==> config.mk <==
export PLATFORM = sky130hd
export DESIGN_NAME = spk_in
export DESIGN_NICKNAME = d
export VERILOG_FILES = /design/src/rtl/spk_in.sv
export SDC_FILE = /design/constraint.sdc
export NUM_CORES = 1
export LEC_CHECK = 0
export CORE_ASPECT_RATIO = 1.75
export CORE_UTILIZATION = 50
export DETAILED_ROUTE_END_ITERATION = 16
export PLACE_DENSITY = 0.7
export SLEW_MARGIN = 0
export SYNTH_ARGS = -nofsm -noshare
export SYNTH_HDL_FRONTEND = slang
export SYNTH_SLANG_ARGS = --single-unit
==> constraint.sdc <==
create_clock -name clk -period 10.38 [get_ports clk]
set_input_delay 2.076 -clock clk [delete_from_list [all_inputs] [get_ports clk]]
set_output_delay 2.076 -clock clk [all_outputs]
set_load 0.01 [all_outputs]
==> src/rtl/spk_in.sv <==
// NoC ingress: buffers spk_out flits in a first-word-fall-through FIFO, returns credits,
// and dispatches each flit in order to the spike, data, config-write or config-read channel.
module spk_in #(
  parameter int unsigned B     = 4,
  parameter int unsigned FW    = 59,
  parameter int unsigned FTW   = 3,
  parameter int unsigned SW    = 24,
  parameter int unsigned R_FLG = 36
) (
  input  logic             clk,
  input  logic             rst_n,
  input  logic             flit_in_wr,
  input  logic [FW-1:0]    flit_in,
  output logic             credit_out,
  output logic             spk_valid,
  output logic [SW-1:0]    spk_neuid,
  input  logic             spk_ready,
  output logic             data_valid,
  output logic [R_FLG-1:0] data_payload,
  output logic             data_last,
  input  logic             data_ready,
  output logic             cfg_wr_valid,
  output logic [R_FLG-1:0] cfg_wr_data,
  input  logic             cfg_wr_ready,
  output logic             cfg_rd_valid,
  output logic [FW-1:0]    cfg_rd_flit,
  input  logic             cfg_rd_ready,
  output logic             fifo_empty,
  output logic             ovf_err,
  output logic             proto_err,
  output logic             dbg_state
);

  localparam int unsigned DEPTH = 1 << B;
  localparam logic [FTW-1:0] T_SPIKE    = 'b000;
  localparam logic [FTW-1:0] T_DATA     = 'b001;
  localparam logic [FTW-1:0] T_DATA_END = 'b010;
  localparam logic [FTW-1:0] T_WRITE    = 'b110;
  localparam logic [FTW-1:0] T_READ     = 'b111;

  typedef enum logic {S_IDLE = 1'b0, S_PKT = 1'b1} state_e;

  // Handshake: each channel transfers in a cycle where valid & ready are both high at the
  // rising clock edge; valid and data are held stable until that transfer happens.

  logic [FW-1:0]    mem_q [DEPTH];
  logic [B-1:0]     wr_ptr_q, wr_ptr_d, rd_ptr_q, rd_ptr_d;
  logic [B:0]       count_q, count_d;
  state_e           state_q, state_d;
  logic             credit_q, credit_d;
  logic             spk_valid_q, spk_valid_d;
  logic [SW-1:0]    spk_neuid_q, spk_neuid_d;
  logic             data_valid_q, data_valid_d;
  logic [R_FLG-1:0] data_payload_q, data_payload_d;
  logic             data_last_q, data_last_d;
  logic             cfg_wr_valid_q, cfg_wr_valid_d;
  logic [R_FLG-1:0] cfg_wr_data_q, cfg_wr_data_d;
  logic             cfg_rd_valid_q, cfg_rd_valid_d;
  logic [FW-1:0]    cfg_rd_flit_q, cfg_rd_flit_d;
  logic             ovf_err_q, ovf_err_d;
  logic             proto_err_q, proto_err_d;

  logic [FW-1:0]    head;
  logic [FTW-1:0]   head_type;
  logic             empty, full, push, pop, target_free;

  always_comb begin
    head      = mem_q[rd_ptr_q];
    head_type = head[FW-1 -: FTW];
    empty     = (count_q == '0);
    full      = (count_q == (B+1)'(DEPTH));

    // Unknown types target nothing, so they always drain.
    case (head_type)
      T_SPIKE:              target_free = !spk_valid_q || spk_ready;
      T_DATA, T_DATA_END:   target_free = !data_valid_q || data_ready;
      T_WRITE:              target_free = !cfg_wr_valid_q || cfg_wr_ready;
      T_READ:               target_free = !cfg_rd_valid_q || cfg_rd_ready;
      default:              target_free = 1'b1;
    endcase

    pop  = !empty && target_free;
    push = flit_in_wr && (!full || pop);

    wr_ptr_d = push ? wr_ptr_q + 1'b1 : wr_ptr_q;
    rd_ptr_d = pop  ? rd_ptr_q + 1'b1 : rd_ptr_q;
    count_d  = count_q + (B+1)'(push) - (B+1)'(pop);
    credit_d = pop;

    spk_valid_d    = spk_valid_q && !spk_ready;
    spk_neuid_d    = spk_neuid_q;
    data_valid_d   = data_valid_q && !data_ready;
    data_payload_d = data_payload_q;
    data_last_d    = data_last_q;
    cfg_wr_valid_d = cfg_wr_valid_q && !cfg_wr_ready;
    cfg_wr_data_d  = cfg_wr_data_q;
    cfg_rd_valid_d = cfg_rd_valid_q && !cfg_rd_ready;
    cfg_rd_flit_d  = cfg_rd_flit_q;
    state_d        = state_q;
    ovf_err_d      = ovf_err_q || (flit_in_wr && full && !pop);
    proto_err_d    = proto_err_q;

    if (pop) begin
      case (head_type)
        T_SPIKE: begin
          spk_valid_d = 1'b1;
          spk_neuid_d = head[SW-1:0];
        end
        T_DATA: begin
          data_valid_d   = 1'b1;
          data_payload_d = head[R_FLG-1:0];
          data_last_d    = 1'b0;
          state_d        = S_PKT;
        end
        T_DATA_END: begin
          data_valid_d   = 1'b1;
          data_payload_d = head[R_FLG-1:0];
          data_last_d    = 1'b1;
          state_d        = S_IDLE;
        end
        T_WRITE: begin
          cfg_wr_valid_d = 1'b1;
          cfg_wr_data_d  = head[R_FLG-1:0];
          if (state_q == S_PKT) proto_err_d = 1'b1;
        end
        T_READ: begin
          cfg_rd_valid_d = 1'b1;
          cfg_rd_flit_d  = head;
          if (state_q == S_PKT) proto_err_d = 1'b1;
        end
        default: proto_err_d = 1'b1;
      endcase
    end
  end

  // Storage array carries no reset; only pointers define occupancy.
  always_ff @(posedge clk) begin
    if (push) mem_q[wr_ptr_q] <= flit_in;
  end

  always_ff @(posedge clk or negedge rst_n) begin
    if (!rst_n) begin
      wr_ptr_q       <= '0;
      rd_ptr_q       <= '0;
      count_q        <= '0;
      state_q        <= S_IDLE;
      credit_q       <= 1'b0;
      spk_valid_q    <= 1'b0;
      spk_neuid_q    <= '0;
      data_valid_q   <= 1'b0;
      data_payload_q <= '0;
      data_last_q    <= 1'b0;
      cfg_wr_valid_q <= 1'b0;
      cfg_wr_data_q  <= '0;
      cfg_rd_valid_q <= 1'b0;
      cfg_rd_flit_q  <= '0;
      ovf_err_q      <= 1'b0;
      proto_err_q    <= 1'b0;
    end else begin
      wr_ptr_q       <= wr_ptr_d;
      rd_ptr_q       <= rd_ptr_d;
      count_q        <= count_d;
      state_q        <= state_d;
      credit_q       <= credit_d;
      spk_valid_q    <= spk_valid_d;
      spk_neuid_q    <= spk_neuid_d;
      data_valid_q   <= data_valid_d;
      data_payload_q <= data_payload_d;
      data_last_q    <= data_last_d;
      cfg_wr_valid_q <= cfg_wr_valid_d;
      cfg_wr_data_q  <= cfg_wr_data_d;
      cfg_rd_valid_q <= cfg_rd_valid_d;
      cfg_rd_flit_q  <= cfg_rd_flit_d;
      ovf_err_q      <= ovf_err_d;
      proto_err_q    <= proto_err_d;
    end
  end

  assign credit_out   = credit_q;
  assign spk_valid    = spk_valid_q;
  assign spk_neuid    = spk_neuid_q;
  assign data_valid   = data_valid_q;
  assign data_payload = data_payload_q;
  assign data_last    = data_last_q;
  assign cfg_wr_valid = cfg_wr_valid_q;
  assign cfg_wr_data  = cfg_wr_data_q;
  assign cfg_rd_valid = cfg_rd_valid_q;
  assign cfg_rd_flit  = cfg_rd_flit_q;
  assign fifo_empty   = empty;
  assign ovf_err      = ovf_err_q;
  assign proto_err    = proto_err_q;
  assign dbg_state    = state_q;

endmodule

==> results.md <==
Global routing:
- Global routing consumed, over all layers together, 22.2% of the routing resources.
- The remaining global-route overflow is 0.
- The pin count of the biggest net entering global routing is 139.
- The initial antenna violation count is 9.
- The via count of the first global-routing pass was 22900.
- The first-pass GRT wire length is 142 mm.

Floorplan:
- The die covers 87000 um^2.
- From bottom edge to top edge, the die measures 389 um.
- For this configuration, the core starts out at a cell density of 50.6%.
- The width of the chip is 223 um.
- The core region is 84700 um^2.
- The standard-cell row count is 141.
- The boundary pin count is 231.

Clock network:
- TritonCTS built the clock tree.
- The clock root buffer is sky130_fd_sc_hd__clkbuf_16.
- The clock tree buffer depth is 3.
- The total of hold buffers inserted after clock tree synthesis is 0.
- The clock tree synthesis step divided the H-tree into 3 levels.
- The number of sinks driven by the clock tree is 1121.
- The worst-skew pair later-pin latency is 0.67 ns.
- The clock edge transition at the registers on the reported setup and hold paths is 0.07 ns.
- The CTS buffer count is 97.
- Post-CTS repair changed the size of 0 cells.
- The number of setup buffers added after CTS is 0.

STA:
- Across all hold checks on the routed design, the worst slack comes to 0.475 ns.
- The post-route clock period utilization is 55.6%.
- Setup repair after global routing left no endpoint under its margin.
- The hold violation count in the final report was 0.
- The final worst slack is 4.61 ns.
- The routed design could run at a clock period as short as 5.77 ns.
- Adding up every negative setup slack in the final design gives 0 ns.
- The remaining max-slew budget at the tightest pin is 14.8%.
- At the pin with the least slew margin, the transition time is 1.27 ns.
- The number of pins exceeding their max-slew limit in the final report is 0.
- Timing would allow up to 0.173 GHz.
- The number of failing setup endpoints in the final timing report is 0.
- For the final database, setup skew stands at 0.0189 ns.

Layout:
- For this run, the post-layout net count is 2506.
- Summing all non-filler instances in the final layout gives an area of 49600 um^2.
- Compared with the post-synthesis result, the final layout area differs by 15.6%.
- The layout cell share with drive strength beyond 1 is 16.8%.
- The finished layout holds 3587 standard cells, fillers aside.

Synthesis:
- The dominant register cell in the synthesized netlist is sky130_fd_sc_hd__edfxtp_1.
- The number of flops mapped to enable cells by yosys is 944.
- After synthesis, the share of flip-flops with an asynchronous set or reset is 15.8%.
- The synthesized area per cell is 19.6 um^2.
- Summing the sequential cell areas from Yosys gives 76.4% of the chip area.
- The cell area after synthesis is 42900 um^2.
- The number of nets handed over by synthesis was 2269.
- The post-synthesis sequential element count is 1121.
- After technology mapping, the gate count stands at 2191.
- The count of distinct cell types in the synthesized netlist is 52.
- The synthesis warning total is 0.

Drt:
- Dividing the detail-routed via count by the number of cells gives 6.02.
- After detailed routing, the number of remaining DRC violations is 0.
- The pre-antenna-repair detailed-routing pass consisted of 7 iterations.
- The top routing layer in use is met5.
- The detail-routed net length per standard cell is 26.5 um.
- The detailed router put a total of 36.6 mm of wire on met1.
- The detailed router finished its first iteration with 1723 violations.
- The number of nets still failing antenna checks after routing is 0.
- The detailed-route via count is 21600.
- Summed over all nets, wire length on met2 after detailed routing comes to 50.1 mm.
- The total wire length after detailed routing is 95.1 mm.
- The detailed route wirelength on metal3 is 5.42 mm.

Critical path:
- The library cell appearing most often on the critical path is sky130_fd_sc_hd__buf_4.
- The largest individual stage delay along the critical path comes from the cell sky130_fd_sc_hd__dfrtp_4.
- In this run the worst path has a maximum fanout of 58.
- The worst path required time is 10.66 ns.
- The worst setup path is launched from a flop.
- Traced cell by cell, the critical path runs through buf_4 -> mux2i_1 -> a22o_1 -> nor4_1 -> a31oi_1 -> o211ai_1 -> o31ai_4 -> a21boi_2 -> and3_4 -> buf_4.
- Data arrives at the worst endpoint at 6.05 ns.
- The worst setup path is captured at a flop.
- The largest single stage delay on the critical path is 0.95 ns.
- By startpoint and endpoint, the worst setup path is classified as reg2reg.

Placed design:
- The HPWL after detailed placement is 53.4 mm.
- The routability congestion estimate is 0.839.
- The number of port buffers is 230.
- The cell count after placement is 3401.
- The cell area after placement is 46300 um^2.
- Timing analysis after detailed placement gives a worst setup slack of 4.32 ns.

Job:
- Max-cap violations in this run came to 0.

Power:
- The static power due to leakage is 16.8 nW.
- For this design the ratio of total power to cell area is 299 nW/um^2.
- The largest voltage drop on the vdd net is 278 uV.

Min path:
- The type of the worst min-delay path is reg2reg.

Outcome:
- The flow ran to the end, and the final reports show no timing, DRC or antenna violations.
-- metal layers --
metal	GRT usage, %	vias to the layer above
met2	39.2	777
met5	0	-
met4	8.47	10
li1	-	9408
met1	27.3	11200
met3	3.82	161
-- critical path, delay by kind of cell, from the launching register on --
family                 cells  cell delay, ns
and+or+nand+nor            2            0.73
buffers and inverters      2            1.63
muxes                      1            0.19
AOI/OAI and AO/OA          5            1.68
DFF                        1            0.95
-- sequential cells by signal, summed over array words and instances (netlist names), 4 cells and up --
| signal | flops |
|---|---|
| data_payload | 36 |
| spk_neuid | 24 |
| rd_ptr_q | 4 |
| count_q | 5 |
| mem_q | 944 |
| wr_ptr_q | 4 |
| cfg_rd_flit | 59 |
| cfg_wr_data | 36 |
-- cell families after synthesis --
group | synth area share (%)
AO/OA/AOI/OAI | 5.19
XOR/XNOR | 0.225
adder cells (fa/ha/maj) | 0.368
buffers and inverters | 1.40
flip-flops | 76.4
multiplexers | 14.2
AND/OR/NAND/NOR | 2.12
-- cell usage after synthesis, types with 36 or more instances --
cell type	instances	share of area [%]
sky130_fd_sc_hd__buf_2	36	0.42
sky130_fd_sc_hd__mux4_2	159	8.4
sky130_fd_sc_hd__a221oi_1	74	1.5
sky130_fd_sc_hd__clkbuf_1	49	0.43
sky130_fd_sc_hd__mux2i_1	183	4.3
sky130_fd_sc_hd__edfxtp_1	944	66
sky130_fd_sc_hd__nand2_1	49	0.43
sky130_fd_sc_hd__a31oi_1	100	1.5
sky130_fd_sc_hd__nor2_1	107	0.94
sky130_fd_sc_hd__a22oi_1	47	0.82
sky130_fd_sc_hd__o21ai_0	42	0.49
sky130_fd_sc_hd__dfrtp_1	177	10
-- through the flow --
stage,util [%],power (mW)
floorplan,-,9.43
global placement,54.7,11.2
detailed placement,54.7,11.3
CTS,58.5,14.9
global route,58.5,15.5
finish,58.5,14.8
-- power breakdown --
part / internal [mW] / total (mW) / switching, mW / leakage (nW)
logic: 2.28 / 5.14 / 2.86 / 4.73
registers: 5.63 / 6.05 / 0.419 / 10.5
clock network: 2.05 / 3.64 / 1.59 / 1.57
total: 9.96 / 14.8 / 4.87 / 16.8
-- placed cells by master, fill, tap and decap left out, drive strengths merged, types with 3 or more instances in the layout --
master / n
clkinvlp: 7
o21a: 10
xnor2: 7
inv: 18
clkbuf: 133
a21o: 3
clkdlybuf4s50: 229
o211ai: 19
nor3: 8
clkinv: 30
a22oi: 47
a31oi: 100
xor2: 4
buf: 29
a221oi: 74
nor2b: 10
nand2: 49
mux2i: 184
or2: 4
and2: 4
nand2b: 5
mux2: 50
and3: 13
a22o: 3
mux4: 159
bufinv: 8
edfxtp: 944
ha: 11
diode: 4
o21ai: 44
dfrtp: 177
nor2: 107
a21oi: 6
-- path summary, 6_finish.rpt --
kind	startpoint	slack [ns]	depth (start not counted)	endpoint
setup / recovery	rd_ptr_q[1]$_DFFE_PN0N_	4.61	10	mem_q[10][31]$_DFFE_PP_
hold / removal	cfg_rd_flit[56]$_DFFE_PN0P_	0.47	1	cfg_rd_flit[56]$_DFFE_PN0P_
setup reg to reg	rd_ptr_q[1]$_DFFE_PN0N_	4.61	10	mem_q[10][31]$_DFFE_PP_
hold reg to reg	cfg_rd_flit[56]$_DFFE_PN0P_	0.47	1	cfg_rd_flit[56]$_DFFE_PN0P_
max in group asynchronous	rst_n	6.97	3	data_payload[25]$_DFFE_PN0P_
min in group asynchronous	rst_n	1.45	1	cfg_rd_flit[43]$_DFFE_PN0P_
-- area by class of cell --
| type | count | area (um^2) |
|---|---|---|
| antenna | 4 | 10.0 |
| clock buffer | 132 | 2730 |
| clock inverter | 50 | 478 |
| fill | 6111 | 35100 |
| inverter | 13 | 48.8 |
| multi-input combinational | 936 | 9620 |
| sequential | 1121 | 32800 |
| tap | 1072 | 1340 |
| timing repair buffer | 259 | 2540 |
Note: power is estimated with default switching activity, not from simulation.
